--- config.mk ---
export PLATFORM = sky130hd
export DESIGN_NAME = mode_input_conditioner_flat
export DESIGN_NICKNAME = d
export VERILOG_FILES = /design/src/rtl/piano_pkg.sv /design/src/rtl/mode_input_conditioner_if.sv /design/src/rtl/debounce_bit.sv /design/src/rtl/mode_input_conditioner.sv /design/src/flat_wrapper.sv
export SDC_FILE = /design/constraint.sdc
export NUM_CORES = 1
export LEC_CHECK = 0
export CAP_MARGIN = 20
export CORE_MARGIN = 8
export CORE_UTILIZATION = 55
export DETAILED_ROUTE_END_ITERATION = 16
export PLACE_DENSITY = 0.75
export SETUP_SLACK_MARGIN = 0.1
export SLEW_MARGIN = 20
export SYNTH_ARGS = -nofsm -noshare
export SYNTH_HDL_FRONTEND = slang
export SYNTH_HIERARCHICAL = 1
export SYNTH_SLANG_ARGS = --single-unit
--- constraint.sdc ---
create_clock -name clk -period 2.15 [get_ports clk]
set_clock_uncertainty 0.2 [all_clocks]
set_input_delay 0.645 -clock clk [delete_from_list [all_inputs] [get_ports clk]]
set_output_delay 0.645 -clock clk [all_outputs]
set_load 0.05 [all_outputs]
--- src/rtl/piano_pkg.sv ---
// Shared mode codes, commit FSM states and classification helpers for the piano mode path.
package piano_pkg;
  localparam int NUM_SW = 3;

  localparam logic [NUM_SW-1:0] FREE_MODE      = 3'b001;
  localparam logic [NUM_SW-1:0] AUTO_PLAY_MODE = 3'b010;
  localparam logic [NUM_SW-1:0] LEARNING_MODE  = 3'b100;
  localparam logic [NUM_SW-1:0] WRONG_STATE    = 3'b000;

  typedef enum logic [1:0] {S_NONE, S_ACTIVE, S_ARM} commit_state_t;

  function automatic logic is_onehot(input logic [NUM_SW-1:0] v);
    return $countones(v) == 1;
  endfunction

  function automatic logic is_multi(input logic [NUM_SW-1:0] v);
    return $countones(v) >= 2;
  endfunction
endpackage

--- src/rtl/mode_input_conditioner_if.sv ---
// Switch inputs and conditioned mode outputs; master drives switches, slave is the conditioner.
interface mode_input_conditioner_if;
  import piano_pkg::*;
  logic [NUM_SW-1:0] sw_raw;
  logic              mode_lock;
  logic [NUM_SW-1:0] mode_sel;
  logic              mode_change;
  logic              err_multi;

  modport master (output sw_raw, mode_lock, input mode_sel, mode_change, err_multi);
  modport slave  (input sw_raw, mode_lock, output mode_sel, mode_change, err_multi);
endinterface

--- src/rtl/debounce_bit.sv ---
// One switch bit: 2-FF synchroniser followed by a mismatch-run debouncer.
module debounce_bit #(
  parameter int DEBOUNCE_CYCLES = 2_000_000
) (
  input  logic clk,
  input  logic rst,
  input  logic raw,
  output logic db
);
  localparam int CW = $clog2(DEBOUNCE_CYCLES + 1);

  logic [1:0]    sync;
  logic [CW-1:0] cnt;

  always_ff @(posedge clk) begin
    if (rst) begin
      sync <= '0;
      cnt  <= '0;
      db   <= 1'b0;
    end else begin
      sync <= {sync[0], raw};
      // any agreement restarts the run, so short glitches never reach db
      if (sync[1] == db) cnt <= '0;
      else if (cnt == CW'(DEBOUNCE_CYCLES - 1)) begin
        db  <= sync[1];
        cnt <= '0;
      end else cnt <= cnt + 1'b1;
    end
  end
endmodule

--- src/rtl/mode_input_conditioner.sv ---
// Debounces three mode switches and commits a settled one-hot selection as mode_sel.
module mode_input_conditioner
  import piano_pkg::*;
#(
  parameter int DEBOUNCE_CYCLES = 2_000_000,
  parameter int SETTLE_CYCLES   = 16
) (
  input logic clk,
  input logic rst,
  mode_input_conditioner_if.slave bus
);
  localparam int SCW = $clog2(SETTLE_CYCLES + 1);

  logic [NUM_SW-1:0] db;
  for (genvar i = 0; i < NUM_SW; i++) begin : g_sw
    debounce_bit #(.DEBOUNCE_CYCLES(DEBOUNCE_CYCLES)) u_db (
      .clk (clk),
      .rst (rst),
      .raw (bus.sw_raw[i]),
      .db  (db[i])
    );
  end

  commit_state_t     state, state_n;
  logic [NUM_SW-1:0] cand, cand_n, sel, sel_n;
  logic [SCW-1:0]    scnt, scnt_n;
  logic              chg, chg_n, err;
  logic              valid, lock;

  assign valid = is_onehot(db);
  assign lock  = bus.mode_lock;

  always_ff @(posedge clk) begin
    if (rst) begin
      state <= S_NONE;
      cand  <= '0;
      scnt  <= '0;
      sel   <= WRONG_STATE;
      chg   <= 1'b0;
      err   <= 1'b0;
    end else begin
      state <= state_n;
      cand  <= cand_n;
      scnt  <= scnt_n;
      sel   <= sel_n;
      chg   <= chg_n;
      err   <= is_multi(db);
    end
  end

  always_comb begin
    state_n = state;
    cand_n  = cand;
    scnt_n  = scnt;
    sel_n   = sel;
    chg_n   = 1'b0;
    case (state)
      S_NONE: if (valid && !lock) begin
        cand_n  = db;
        scnt_n  = '0;
        state_n = S_ARM;
      end
      S_ACTIVE: if (valid && db != sel && !lock) begin
        cand_n  = db;
        scnt_n  = '0;
        state_n = S_ARM;
      end
      S_ARM: begin
        // lock in the commit cycle aborts, so a frozen mode never changes underneath the song
        if (db != cand || lock) state_n = (sel != WRONG_STATE) ? S_ACTIVE : S_NONE;
        else if (scnt == SCW'(SETTLE_CYCLES - 1)) begin
          sel_n   = cand;
          chg_n   = 1'b1;
          state_n = S_ACTIVE;
        end else scnt_n = scnt + 1'b1;
      end
      default: state_n = S_NONE;
    endcase
  end

  assign bus.mode_sel    = sel;
  assign bus.mode_change = chg;
  assign bus.err_multi   = err;
endmodule

--- src/flat_wrapper.sv ---
// flat-port wrapper written by rule: the top's interface ports become plain ports
module mode_input_conditioner_flat import piano_pkg::*;
#(
  parameter int DEBOUNCE_CYCLES = 2_000_000,
  parameter int SETTLE_CYCLES   = 16
)
  (clk, rst, bus_sw_raw, bus_mode_lock, bus_mode_sel, bus_mode_change, bus_err_multi);
  mode_input_conditioner_if bus_i ();
  input logic clk;
  input logic rst;
  input wire logic [$bits(bus_i.sw_raw)-1:0] bus_sw_raw;
  input wire logic [$bits(bus_i.mode_lock)-1:0] bus_mode_lock;
  output wire logic [$bits(bus_i.mode_sel)-1:0] bus_mode_sel;
  output wire logic [$bits(bus_i.mode_change)-1:0] bus_mode_change;
  output wire logic [$bits(bus_i.err_multi)-1:0] bus_err_multi;
  assign bus_i.sw_raw = bus_sw_raw;
  assign bus_i.mode_lock = bus_mode_lock;
  assign bus_mode_sel = bus_i.mode_sel;
  assign bus_mode_change = bus_i.mode_change;
  assign bus_err_multi = bus_i.err_multi;
  mode_input_conditioner #(.DEBOUNCE_CYCLES(DEBOUNCE_CYCLES), .SETTLE_CYCLES(SETTLE_CYCLES)) u_core (.clk(clk), .rst(rst), .bus(bus_i));
endmodule
---- Word level (Yosys, flattened, before mapping) ----
Index checks and enable logic that the tools add are counted.
cells by class
  add/subtract/negate cells ............... 6
  order comparisons ....................... 1
  eq/ne operators ......................... 17
  muxes and demuxes ....................... 15
  bitwise gates (word level) .............. 5
  reductions and logical operators ........ 20
operators with widths
  kind                                                                 number
  adder 21 x 1 -> 21 bit (second input constant)                       3
  == test 21 bit (second input constant)                               3
  adder 32 x 1 -> 32 bit                                               1
  == test 32 x 2 -> 1 bit (second input constant)                      1
  greater-or-equal comparator 32 x 3 -> 1 bit (second input constant)  1
  2-to-1 mux 5 bit                                                     4
  one-hot mux 5 bit (3 select lines)                                   1
  OR reduction 3 bit                                                   4
  AND reduction 3 bit                                                  3
  2-to-1 mux 2 bit                                                     4
  2-to-1 mux 3 bit                                                     2
  inequality test 3 bit                                                2
  one-hot mux 2 bit (3 select lines)                                   1
  one-hot mux 3 bit (2 select lines)                                   1
  AND reduction 2 bit                                                  3
  nonzero test 3 bit                                                   2
  adder 5 x 1 -> 5 bit (second input constant)                         1
  == test 5 x 4 -> 1 bit (second input constant)                       1
  inverter 1 bit                                                       5
  AND reduction 5 bit                                                  1
  inequality test 2 x 1 -> 1 bit (second input constant)               2
  inequality test 2 bit (second input constant)                        2
  == test 1 bit                                                        3
  logical AND 1 bit                                                    3
  other kinds (9)                                                      10
word-level totals
  register bits ........................... 87
  output and inout bits ................... 5
  logic and storage cells ................. 79

---- Depth between registers and ports, before layout ----
Gate-level depths: netlist of the first run.
  word-level depth ........................ 7
  mapped depth ............................ 8
  gate-level depth less buffers ........... 7

---- Modules after synthesis ----
Netlist of the first run, hierarchy kept.
by module, submodules not included
  module                  times used  cells each  area each (µm²)
  debounce_bit            3           119         1041.0
  mode_input_conditioner  1           86          792.0

---- Worst setup path before layout of the first run ----
No wires, ideal clock.
  path type ............................... register to register
  start ................................... reg u_core.scnt[0]
  end ..................................... reg u_core.scnt[4]
  setup time .............................. 0.101 ns
  data arrival time ....................... 1.923 ns
  data required time ...................... 1.849 ns
  setup slack ............................. -0.074 ns
  cell stages (with the launch flop) ...... 9
  buffers on the path ..................... 1
  clock period less this slack ............ 2.224 ns
  cell sequence ........................... dfxtp_1 -> ha_1 -> and3_1 -> ha_1 -> nor4b_2 -> nand4_1 -> buf_6 -> or4b_1 -> o41ai_1
on the way
  cells in the longest elaborated chain, start to end .. 4
ends and longest elaborated chain
  element                             RTL line                      RTL
  start: declaration                  mode_input_conditioner.sv:26  logic [SCW-1:0] scnt, scnt_n;
  start signal: assignment            mode_input_conditioner.sv:44  scnt <= scnt_n;
  adder 5 x 1 -> 5 bit                mode_input_conditioner.sv:75  end else scnt_n = scnt + 1'b1;
  2-to-1 mux 5 bit                    mode_input_conditioner.sv:71  else if (scnt == SCW'(SETTLE_CYCLES - 1)) begin
  2-to-1 mux 5 bit                    mode_input_conditioner.sv:70  if (db != cand || lock) state_n = (sel != WRONG_STATE) ? S_ACTIVE : S_NONE;
  one-hot mux 5 bit (3 select lines)  mode_input_conditioner.sv:57  case (state)
Parallel ways exist; a longest one is shown, timed or not. The select of a mux whose other input is x is not followed.
A chain may end at the register's enable or synchronous reset.

---- Final worst setup path of the first run ----
  start ................................... reg u_core.scnt[0]
  end ..................................... reg u_core.scnt[2]
Same word-level chain as after synthesis.

==> results by group, run 1 <==
Job
  • Max-capacitance violation count: 0

Clocking
  • H-tree depth: 3
  • Clk buf depth: 2
  • TritonCTS buffer count: 9
  • Clock-pin slew on the worst setup and hold paths: 0.09 ns
  • TritonCTS clock tree: built
  • Clock latency on the worst-skew pair: between 0.3 and 0.4 ns
  • Clock root buffer: clkbuf_8
  • Post-CTS Hold Fix Bufs: 0
  • # clock sinks: 87

Placement
  • Placement Setup Slack: -0.434 ns
  • HPWL Detailed: around 5.4 mm
  • IO Port Bufs: 10
  • Routability cong.: 0.824

Setup path
  • Reg2reg start: u_core/scnt[0]
  • Setup crit start kind: flip-flop
  • CP endpoint kind: flip-flop
  • Reg2reg path depth: 8
  • Reg2reg end: u_core/scnt[2]
  • Critical path class: flip-flop to flip-flop
  • Peak fanout along the critical path: 4
  • Worst path required time: 2.23 ns
  • CP arrival: 2.26 ns
  • FF-to-FF setup slack: -0.03 ns

Cells and area
  • Syn-to-layout area delta: 24.8%
  • N_diodes: 0
  • Final #Nets: 520
  • Core Util, Final: just over 70%
  • Fill count: approximately 540
  • Share of layout cells above drive strength 1: 22.6%

Synth
  • Synth top cells by count: dfxtp_1 (87), nor2_1 (56), xnor2_1 (36)
  • Post-synth EDFFs: 0
  • Yosys reg bits: 87
  • Cell with the most instances after synthesis: dfxtp_1
  • Ys async rst share: 0%
  • Distinct cells, synth: 43
  • Mapped Area: approximately 0.004 mm2
  • Ys Warns: 6
  • Seq/Total Area, Yosys: between 40% and 50%
  • Yosys top cell by area: dfxtp_1
  • Mapped Nets: between 400 and 500
  • Top FF cell, synth: dfxtp_1
  • Mapped Cells: approximately 440
  • Post-synth top area share: between 40% and 50%
  • Syn_area_per_cell: 8.84 um2
  • Synth area leaders: dfxtp_1 (44%), xnor2_1 (8.1%), nor2_1 (5.4%)

Global route
  • First-pass GRT wire length: 13.5 mm
  • Total track usage: roughly 16%
  • Total grt overflow: 0
  • Largest net degree at the start of global routing: 21
  • Grt peak-use layer: met2
  • Met3 Use GR: approximately 4.4%
  • Antenna violations before repair: 0
  • Number of global-route vias before repair: 3142
  • Met1 Use GR: 18.1%
  • GRT met2 Usage: between 20 and 30%

Power
  • Worst VDD drop: roughly 0.46 mV
  • Reg power frac: 55.3%
  • Psw: ~600 uW
  • Clk pwr share: between 40% and 50%
  • Pwr/cell area: approximately 600 mW/mm2
  • Sw frac: around 21%
  • Leakage power: approximately 1.6 nW
  • Comb power frac: 2.0%
  • Internal power: 2.33 mW

Floorplanning
  • Die Footprint: a little over 0.01 mm2
  • Io pins: 11
  • Core area: between 0.006 and 0.007 mm2
  • Starting Density: between 50% and 60%
  • Die X-Extent: between 100 and 150 um
  • DIE HEIGHT: between 100 and 150 um
  • Num rows: 30

Hold path
  • Min-Delay Startpoint: u_core/g_sw[1].u_db/cnt[0]
  • Hold EP: u_core/g_sw[1].u_db/cnt[0]
  • Hold Path Class: flip-flop to flip-flop
  • Hold path depth: 1

Timing
  • Unrepaired setup endpoints after global routing: yes
  • Fmax: between 400 and 500 MHz
  • Final hold violation count: 0
  • Rel. slew slack: about three quarters
  • Final WS setup: -0.0296 ns
  • Final Critical Period: between 2 and 2.5 ns
  • Slew Limit Fails: 0
  • Number of setup violations in the final report: 1
  • Period utilization: 101%
  • Worst-Margin Slew: about 0.38 ns

Status
  • Outcome: finished with violations
  • Failing checks: setup timing

Drt
  • Post-route DRC: 0
  • First-pass iteration count of the detailed router: 4
  • Antenna Nets Post-Route: 0
  • Via count: between 3000 and 4000
  • Routed len/inst: approximately 13 um
  • Drt via density: 5.43
  • Drt first-iter violations: around 150
  • Routed WL: slightly below 8 mm
==> layout make-up <==
cell class | instances | area, um2 | share of cell area, %
clock buffers | 11 | 141 | 2.89
clock inverters | 5 | 81.3 | 1.66
inverters | 23 | 86.3 | 1.77
multi-input cells | 321 | 2120 | 43.4
flip-flops and latches | 87 | 1760 | 36.0
well taps | 96 | 120 | 2.46
repair buffers | 66 | 577 | 11.8
==> logic make-up (layout without fill, tap and decap cells) <==
logic type / after synthesis / after routing / share of synthesized area [%]
flip-flops: 87 / 87 / 44.5
adder cells (fa/ha/maj): 6 / 6 / 2.11
XOR/XNOR: 51 / 51 / 11.4
AND/OR/NAND/NOR: 210 / 210 / 29.7
AO/OA/AOI/OAI: 48 / 48 / 7.16
multiplexers: 6 / 6 / 1.53
buffers and inverters: 35 / 105 / 3.64
==> registers in the layout, indices dropped and copies added (netlist names) <==
name                    count
u_core/g_sw.u_db/cnt       63
u_core/g_sw.u_db/sync       6
u_core/scnt                 5
u_core/bus.mode_sel         3
u_core/cand                 3
u_core/g_sw.u_db/db         3
u_core/state                2
u_core/bus.err_multi        1
u_core/bus.mode_change      1
==> metal layers <==
layer  share of wire, %  up-vias
met5                  0        -
met1                 46     1566
met3                3.2       13
met2                 49       36
met4                1.8        0
li1                   -     1692
==> power by group through the flow <==
stage               combinational (mW)  sequential [mW]  clock [mW]
floorplan                       0.0233             1.66           0
detailed placement              0.0566             1.66           0
global route                    0.0634             1.62        1.34
finish                          0.0578             1.62        1.25
global placement                0.0552             1.66           0
CTS                             0.0577             1.62        1.29
==> critical path, stage by stage, from the launching register on <==
cell	delay (ns)
dfxtp_2	0.34
ha_4	0.15
and3_4	0.15
ha_4	0.16
nor4b_4	0.20
nand4_1	0.18
buf_4	0.18
or4b_4	0.47
o221ai_2	0.07
==> layout by cell type (no fill, tap or decap), drive strengths merged, types with 2 or more instances in the layout <==
cell type and count:
clkdlybuf4s50 4, nand4b 3, xor2 15, nor3b 3
buf 61, nand4 18, or4b 2, nand3 28
inv 23, o21ai 19, bufinv 2, nor2 56
a21oi 18, or3 16, nand2 26, clkbuf 11
xnor2 36, dfxtp 87, nor3 17, o31ai 3
ha 5, nor4b 7, mux2i 6, clkinv 2
nor2b 8, or4 10, nor4 9, and4 3
==> how the worst max path moves through the flow <==
stage / endpoint / startpoint
2_1_floorplan: u_core/scnt[4] / u_core/scnt[1]
3_3_place_gp: u_core/scnt[3] / bus_mode_lock
3_5_place_dp: u_core/scnt[3] / bus_mode_lock
4_1_cts: u_core/scnt[2] / u_core/scnt[0]
5_1_grt: u_core/scnt[2] / u_core/scnt[0]
6_report: u_core/scnt[2] / u_core/scnt[0]
==> stage by stage <==
step / TNS (ns) / instances / hold slack (ns) / total power [mW] / cell area (um2)
finish: -0.0296 / 609 / 0.235 / 2.93 / 4890
global route: -0.215 / 609 / 0.255 / 3.03 / 4890
CTS: -0.125 / 604 / 0.245 / 2.97 / 4800
detailed placement: -2.72 / 585 / 0.225 / 1.71 / 4490
global placement: -2.23 / 585 / 0.223 / 1.71 / 4490
floorplan: -0.0112 / 443 / 0.214 / 1.68 / 3920
==> what timing repair did <==
action | in CTS | in global routing
pin swaps | 7 | 9
resized for setup | 13 | 19
buffers inserted | 4 | 5
hold endpoints to repair | 0 | 0
endpoints found under the setup margin | 8 | 22
Power figures use the tool's default switching activity.
==> run 2, diff against run 1 <==
--- a/config.mk
+++ b/config.mk
@@ -7,10 +7,10 @@
 export LEC_CHECK = 0
 export CAP_MARGIN = 20
 export CORE_MARGIN = 8
-export CORE_UTILIZATION = 55
+export CORE_UTILIZATION = 34
 export DETAILED_ROUTE_END_ITERATION = 16
-export PLACE_DENSITY = 0.75
 export SETUP_SLACK_MARGIN = 0.1
+export SKIP_LAST_GASP = 1
 export SLEW_MARGIN = 20
 export SYNTH_ARGS = -nofsm -noshare
 export SYNTH_HDL_FRONTEND = slang
==> run 2 against run 1 <==
  * The flow still finishes with violations (setup timing)
  * Cell area up 2.3%
  * Clock power rose by 24%
  * Global-route usage is 5.4 points lower
  * First-iteration DRC count is 34% higher
  * Count of clock-buffer cells in the layout increased by 1
  * Sequential power about the same
  * Sequential share of layout area shrank 0.92 points
  * Maximum frequency grew 1.0%
  * Non-clock buffer count shrank 4
  * Total power grew 10%
  * Core utilization shrank 27 points
==> results by group, run 2 (synthesis gave the netlist of run 1 again) <==
Cells and area
  • Non-Filler Instances: 651
  • Core Util, Final: around 44%
  • Share of layout cells above drive strength 1: 21.1%
  • N_diodes: 0
  • Syn-to-layout area delta: 27.7%
  • Final #Nets: a little over 500
  • Biggest regs: u_core/g_sw.u_db/cnt x63, u_core/g_sw.u_db/sync x6, u_core/scnt x5
  • Commonest non-fill, non-tap cells in the layout: dfxtp_1 (77), nor2_1 (56), buf_4 (49)
  • Final non-filler cell area: around 0.005 mm2
  • Most common cell after layout, fill and taps aside: dfxtp_1
  • Biggest register: u_core/g_sw.u_db/cnt
  • Max reg flops: 63

Status
  • Failing checks: setup timing
  • Outcome: finished with violations

Clocking
  • Clock latency on the worst-skew pair: approximately 0.33 ns
  • TritonCTS buffer count: 9
  • # clock sinks: 87
  • Clock-pin slew on the worst setup and hold paths: roughly 0.06 ns
  • Clk buf depth: 2
  • H-tree depth: 3
  • TritonCTS clock tree: built
  • Clock root buffer: clkbuf_16
  • Post-CTS Hold Fix Bufs: 0

Timing
  • Final TNS setup: -0.00697 ns
  • Worst-Margin Slew: roughly 0.37 ns
  • Number of setup violations in the final report: 1
  • Final hold violation count: 0
  • Final WS setup: -0.00697 ns
  • Final Critical Period: around 2.2 ns
  • Slew Limit Fails: 0
  • Fmax: 464 MHz
  • Period utilization: 100%
  • Rel. slew slack: approximately three quarters
  • Unrepaired setup endpoints after global routing: yes
  • Min Hold Slack: 0.223 ns

Global route
  • Number of global-route vias before repair: around 3000
  • Antenna violations before repair: 0
  • Total track usage: a little over a tenth
  • First-pass GRT wire length: 13.4 mm
  • Largest net degree at the start of global routing: 21
  • Total grt overflow: 0

Placement
  • Placed Cells: 632
  • Placement Setup Slack: -0.437 ns
  • Placement Cell Area: ~0.0046 mm2
  • HPWL Detailed: 5.49 mm
  • IO Port Bufs: 10
  • Routability cong.: around 0.77

Power
  • Worst VDD drop: 0.383 mV
  • Tot Pwr: 3.23 mW
  • Pwr/cell area: roughly 650 mW/mm2
  • Leakage power: roughly 1.7 nW

Floorplanning
  • Die X-Extent: approximately 120 um
  • Starting Density: about a third
  • Core area: between 0.01 and 0.015 mm2
  • Num rows: 39
  • DIE HEIGHT: around 120 um
  • Die Footprint: approximately 0.015 mm2
  • Io pins: 11

Drt
  • Drt first-iter violations: between 150 and 200
  • Met2 wire length: around 3.7 mm
  • First-pass iteration count of the detailed router: 4
  • Routed wl met3: about 260 um
  • Routed WL: 7.70 mm
  • Antenna Nets Post-Route: 0
  • Top layer in use: met4
  • Drt via density: 4.98
  • Routed len/inst: around 12 um
  • Via count: ~3200
  • M1 WL: between 3 and 4 mm
  • Post-route DRC: 0

Setup path
  • FF-to-FF setup slack: -0.007 ns
  • Setup crit start kind: flip-flop
  • Worst path required time: 2.19 ns
  • Peak fanout along the critical path: 3
  • Reg2reg path depth: 8
  • CP arrival: about 2.2 ns
  • Critical path class: flip-flop to flip-flop
  • CP endpoint kind: flip-flop

Job
  • Max-capacitance violation count: 0

Hold path
  • Hold Path Class: flip-flop to flip-flop
  • Hold path depth: 1
## run 2: cell count changes in the layout (fill, tap and decap cells not counted), sizes merged
cell    change
buf         -4
clkinv      -1
clkbuf      +1
bufinv      -1
## run 2: repair_timing
action / in CTS / in global routing
setup buffers: 3 / 1
gates cloned: 0 / 0
pin swaps: 7 / 10
endpoints found under the setup margin: 9 / 17
resized for setup: 11 / 18
## run 2: metal layers
layer / track usage (%) / vias to the layer above
li1: - / 1683
met1: 13.0 / 1518
met2: 17.7 / 27
met3: 2.97 / 11
met4: 5.19 / 0
met5: 0 / -
## run 2: worst max-delay path, cell delays in order (launching register included)
cell,delay (ns)
dfxtp_2,0.34
ha_4,0.15
and3_4,0.15
ha_4,0.16
nor4b_4,0.20
nand4_1,0.14
buf_4,0.17
or4b_4,0.50
o41ai_2,0.06
## run 2: report_power, final
| part | leakage [nW] | switching, mW | internal (mW) |
|---|---|---|---|
| logic | 0.804 | 0.0299 | 0.0252 |
| clock network | 0.145 | 0.599 | 0.955 |
| registers | 0.707 | 0.00342 | 1.62 |
## run 2: worst paths after layout
| kind | start | end |
|---|---|---|
| min reg2reg | u_core/g_sw[2].u_db/cnt[0] | u_core/g_sw[2].u_db/cnt[0] |
| max | u_core/scnt[0] | u_core/scnt[4] |
| max reg2reg | u_core/scnt[0] | u_core/scnt[4] |
| min | u_core/g_sw[2].u_db/cnt[0] | u_core/g_sw[2].u_db/cnt[0] |
## run 2: cell type report
type | count | area (um2)
Clock inverter | 3 | 42.5
Clock buffer | 12 | 256
Inverter | 23 | 86.3
Fill cell | 1110 | 6320
Tap cell | 143 | 179
Sequential cell | 87 | 1750
Timing Repair Buffer | 62 | 563
Multi-Input combinational cell | 321 | 2120
==> run 3, diff against run 2 <==
--- a/config.mk
+++ b/config.mk
@@ -14,5 +14,4 @@
 export SLEW_MARGIN = 20
 export SYNTH_ARGS = -nofsm -noshare
 export SYNTH_HDL_FRONTEND = slang
-export SYNTH_HIERARCHICAL = 1
 export SYNTH_SLANG_ARGS = --single-unit
==> run 3 against run 2 <==
  * The flow still finishes with violations (setup timing)
  * Largest cell class unchanged
  * Cell count is 3.5% higher
  * Core utilization is 2.0 points higher
  * Sequential share of layout area is 1.8 points lower
  * First-iteration DRC count is 34% higher
  * Highest routed layer unchanged
  * Hold slack better by 0.012 ns
  * Critical path depth is 1 lower
  * Non-clock buffer count is 10 higher
  * Synthesized area is 2.5% higher
  * Critical endpoint is now u_core.scnt[3]
==> results by group, run 3 <==
Placement
  • Routability cong.: 0.823
  • Placed Cells: 651
  • IO Port Bufs: 10
  • HPWL Detailed: slightly above 6 mm
  • Placement Cell Area: roughly 0.0048 mm2

Clocking
  • # clock sinks: between 80 and 90
  • Clock-pin slew on the worst setup and hold paths: approximately 0.060 ns
  • H-tree depth: 3
  • Clk buf depth: 2
  • Post-CTS Hold Fix Bufs: 0
  • TritonCTS clock tree: built
  • TritonCTS buffer count: 9
  • Clock root buffer: clkbuf_16
  • Clock latency on the worst-skew pair: approximately 0.33 ns

Power
  • Worst VDD drop: 0.363 mV
  • Sw frac: between 10% and 20%
  • Comb power frac: ~2.3%
  • Reg power frac: 48.0%
  • Tot Pwr: 3.38 mW
  • Pwr/cell area: 637 mW/mm2
  • Leakage power: roughly 1.8 nW
  • Clk pwr share: 49.7%
  • Psw: 669 uW
  • Internal power: around 2.7 mW

Drt
  • Routed len/inst: roughly 13 um
  • Drt first-iter violations: ~260
  • Via count: roughly 3500
  • Drt via density: between 5 and 6
  • First-pass iteration count of the detailed router: 4
  • Routed WL: 8.52 mm
  • Antenna Nets Post-Route: 0
  • Post-route DRC: 0

Cells and area
  • Max reg flops: 63
  • N_diodes: 0
  • Syn-to-layout area delta: 32.0%
  • Final #Nets: about 540
  • Commonest non-fill, non-tap cells in the layout: dfxtp_1 (73), buf_4 (58), nor2_1 (46)
  • Biggest register: u_core.g_sw.u_db.cnt
  • Share of layout cells above drive strength 1: 25.2%
  • Final non-filler cell area: 0.00530 mm2
  • Biggest regs: u_core.g_sw.u_db.cnt x63, u_core.g_sw.u_db.sync x6, u_core.scnt x5
  • Most common cell after layout, fill and taps aside: dfxtp_1
  • Non-Filler Instances: about 670

Timing
  • Fmax: about 460 MHz
  • Final hold violation count: 0
  • Unrepaired setup endpoints after global routing: yes
  • Worst-Margin Slew: roughly 0.5 ns
  • Slew Limit Fails: 0
  • Final WS setup: -0.00615 ns
  • Rel. slew slack: between 60% and 70%
  • Period utilization: 100%
  • Min Hold Slack: 0.235 ns
  • Number of setup violations in the final report: 4
  • Final Critical Period: around 2.2 ns

Synth
  • Post-synth EDFFs: 0
  • Post-synth top area share: 43.4%
  • Cell with the most instances after synthesis: dfxtp_1
  • Top FF cell, synth: dfxtp_1
  • Mapped Area: around 0.0040 mm2
  • Ys async rst share: 0%
  • Yosys reg bits: 87
  • Seq/Total Area, Yosys: between 40% and 50%
  • Mapped Cells: 458
  • Synth top cells by count: dfxtp_1 (87), nor2_1 (47), a21oi_1 (31)
  • Distinct cells, synth: 43
  • Ys Warns: 0
  • Yosys top cell by area: dfxtp_1
  • Syn_area_per_cell: a little under 9 um2
  • Mapped Nets: around 470
  • Synth area leaders: dfxtp_1 (43%), xnor2_1 (4.8%), xor2_1 (4.8%)

Global route
  • Number of global-route vias before repair: approximately 3200
  • Antenna violations before repair: 0
  • GRT met2 Usage: approximately 17%
  • Grt peak-use layer: met2
  • Met1 Use GR: approximately 13%
  • Total grt overflow: 0
  • Total track usage: between 10% and 20%
  • Largest net degree at the start of global routing: 21
  • Met3 Use GR: ~1.7%
  • First-pass GRT wire length: 14.4 mm

Setup path
  • Setup crit start kind: flip-flop
  • Peak fanout along the critical path: 6
  • Crit path launch: u_core.g_sw[1].u_db.db
  • Reg2reg start: u_core.g_sw[1].u_db.db
  • Critical path class: flip-flop to flip-flop
  • CP endpoint kind: flip-flop
  • Worst path required time: 2.16 ns
  • CP arrival: approximately 2.2 ns

Job
  • Max-capacitance violation count: 0

Floorplanning
  • Num rows: 39
  • Die X-Extent: approximately 120 um
  • DIE HEIGHT: around 120 um
  • Io pins: 11
  • Starting Density: between 30% and 40%
  • Die Footprint: 0.0155 mm2
  • Core area: ~0.011 mm2

Status
  • Outcome: finished with violations
  • Failing checks: setup timing

Hold path
  • Hold Path Class: flip-flop to flip-flop
  • Min-Delay Startpoint: u_core.g_sw[0].u_db.sync[0]
## run 3: cell count changes in the layout (fill, tap and decap cells not counted), moves of 6 or more
cell	change
and3_1	+7
inv_1	-7
nor2_1	-10
mux2i_1	-6
xor2_1	+6
buf_4	+9
xnor2_1	-14
o21ai_0	+10
nor3_1	-6
a21oi_1	+12
## run 3: path summary, 6_finish.rpt
| check | end | slack [ns] | cells after the start |
|---|---|---|---|
| max | u_core.scnt[3] | -0.006 | 7 |
| min | u_core.g_sw[0].u_db.sync[1] | 0.24 | 1 |
| max reg2reg | u_core.scnt[3] | -0.006 | 7 |
| min reg2reg | u_core.g_sw[0].u_db.sync[1] | 0.24 | 1 |
## run 3: layer usage
metal | vias to the layer above | wire [um]
met2 | 50 | 4080
met5 | - | 0
met1 | 1667 | 4110
met4 | 0 | 149
li1 | 1791 | -
met3 | 13 | 192
## run 3: layout make-up
| type | instances | area, um2 |
|---|---|---|
| Multi-Input combinational cell | 337 | 2310 |
| Tap cell | 143 | 179 |
| Inverter | 19 | 73.8 |
| Clock inverter | 5 | 81.3 |
| Clock buffer | 11 | 243 |
| Sequential cell | 87 | 1760 |
| Timing Repair Buffer | 72 | 647 |
| Fill cell | 1032 | 6170 |
## run 3: cell families (layout without fill, tap and decap cells)
kind of cell	count (synthesis)	in the layout	synth area share [%]
and+or+nand+nor	208	208	29.2
DFF	87	87	43.4
AOI/OAI and AO/OA	76	76	10.9
xor gates and xnor gates	44	44	9.61
buffers and inverters	34	107	3.84
adders and majority gates	9	9	2.99
## run 3: stage by stage
| stage | utilization [%] | setup WS, ns | setup TNS, ns |
|---|---|---|---|
| finish | 46.2 | -0.00615 | -0.0147 |
| detailed placement | 41.5 | -0.322 | -3.16 |
| floorplan | - | 0.0502 | 0 |
| global placement | 41.5 | -0.274 | -2.69 |
| global route | 46.2 | -0.115 | -0.834 |
| CTS | 45.5 | 0.00528 | 0 |
## run 3: worst max-delay path, stage by stage (launching register included)
cell and delay, ns:
dfxtp_4 0.38, inv_4 0.04, fa_1 0.50, nor4b_4 0.32
nand2b_1 0.17, buf_6 0.16, nor2_4 0.18, o211ai_1 0.10
## run 3: repair_timing
action | CTS | global route
endpoints found under the setup margin | 50 | 58
buffers inserted | 6 | 5
pin swaps | 7 | 17
hold endpoints to repair | 0 | 0
gates resized for setup | 21 | 22
## run 3: power by group through the flow
stage / registers [mW] / clock network, mW / logic, mW
after detailed placement: 1.66 / 0 / 0.0742
after global routing: 1.62 / 1.79 / 0.0841
final: 1.62 / 1.68 / 0.0765
after floorplan: 1.66 / 0 / 0.0329
after CTS: 1.62 / 1.73 / 0.0762
after global placement: 1.66 / 0 / 0.0729
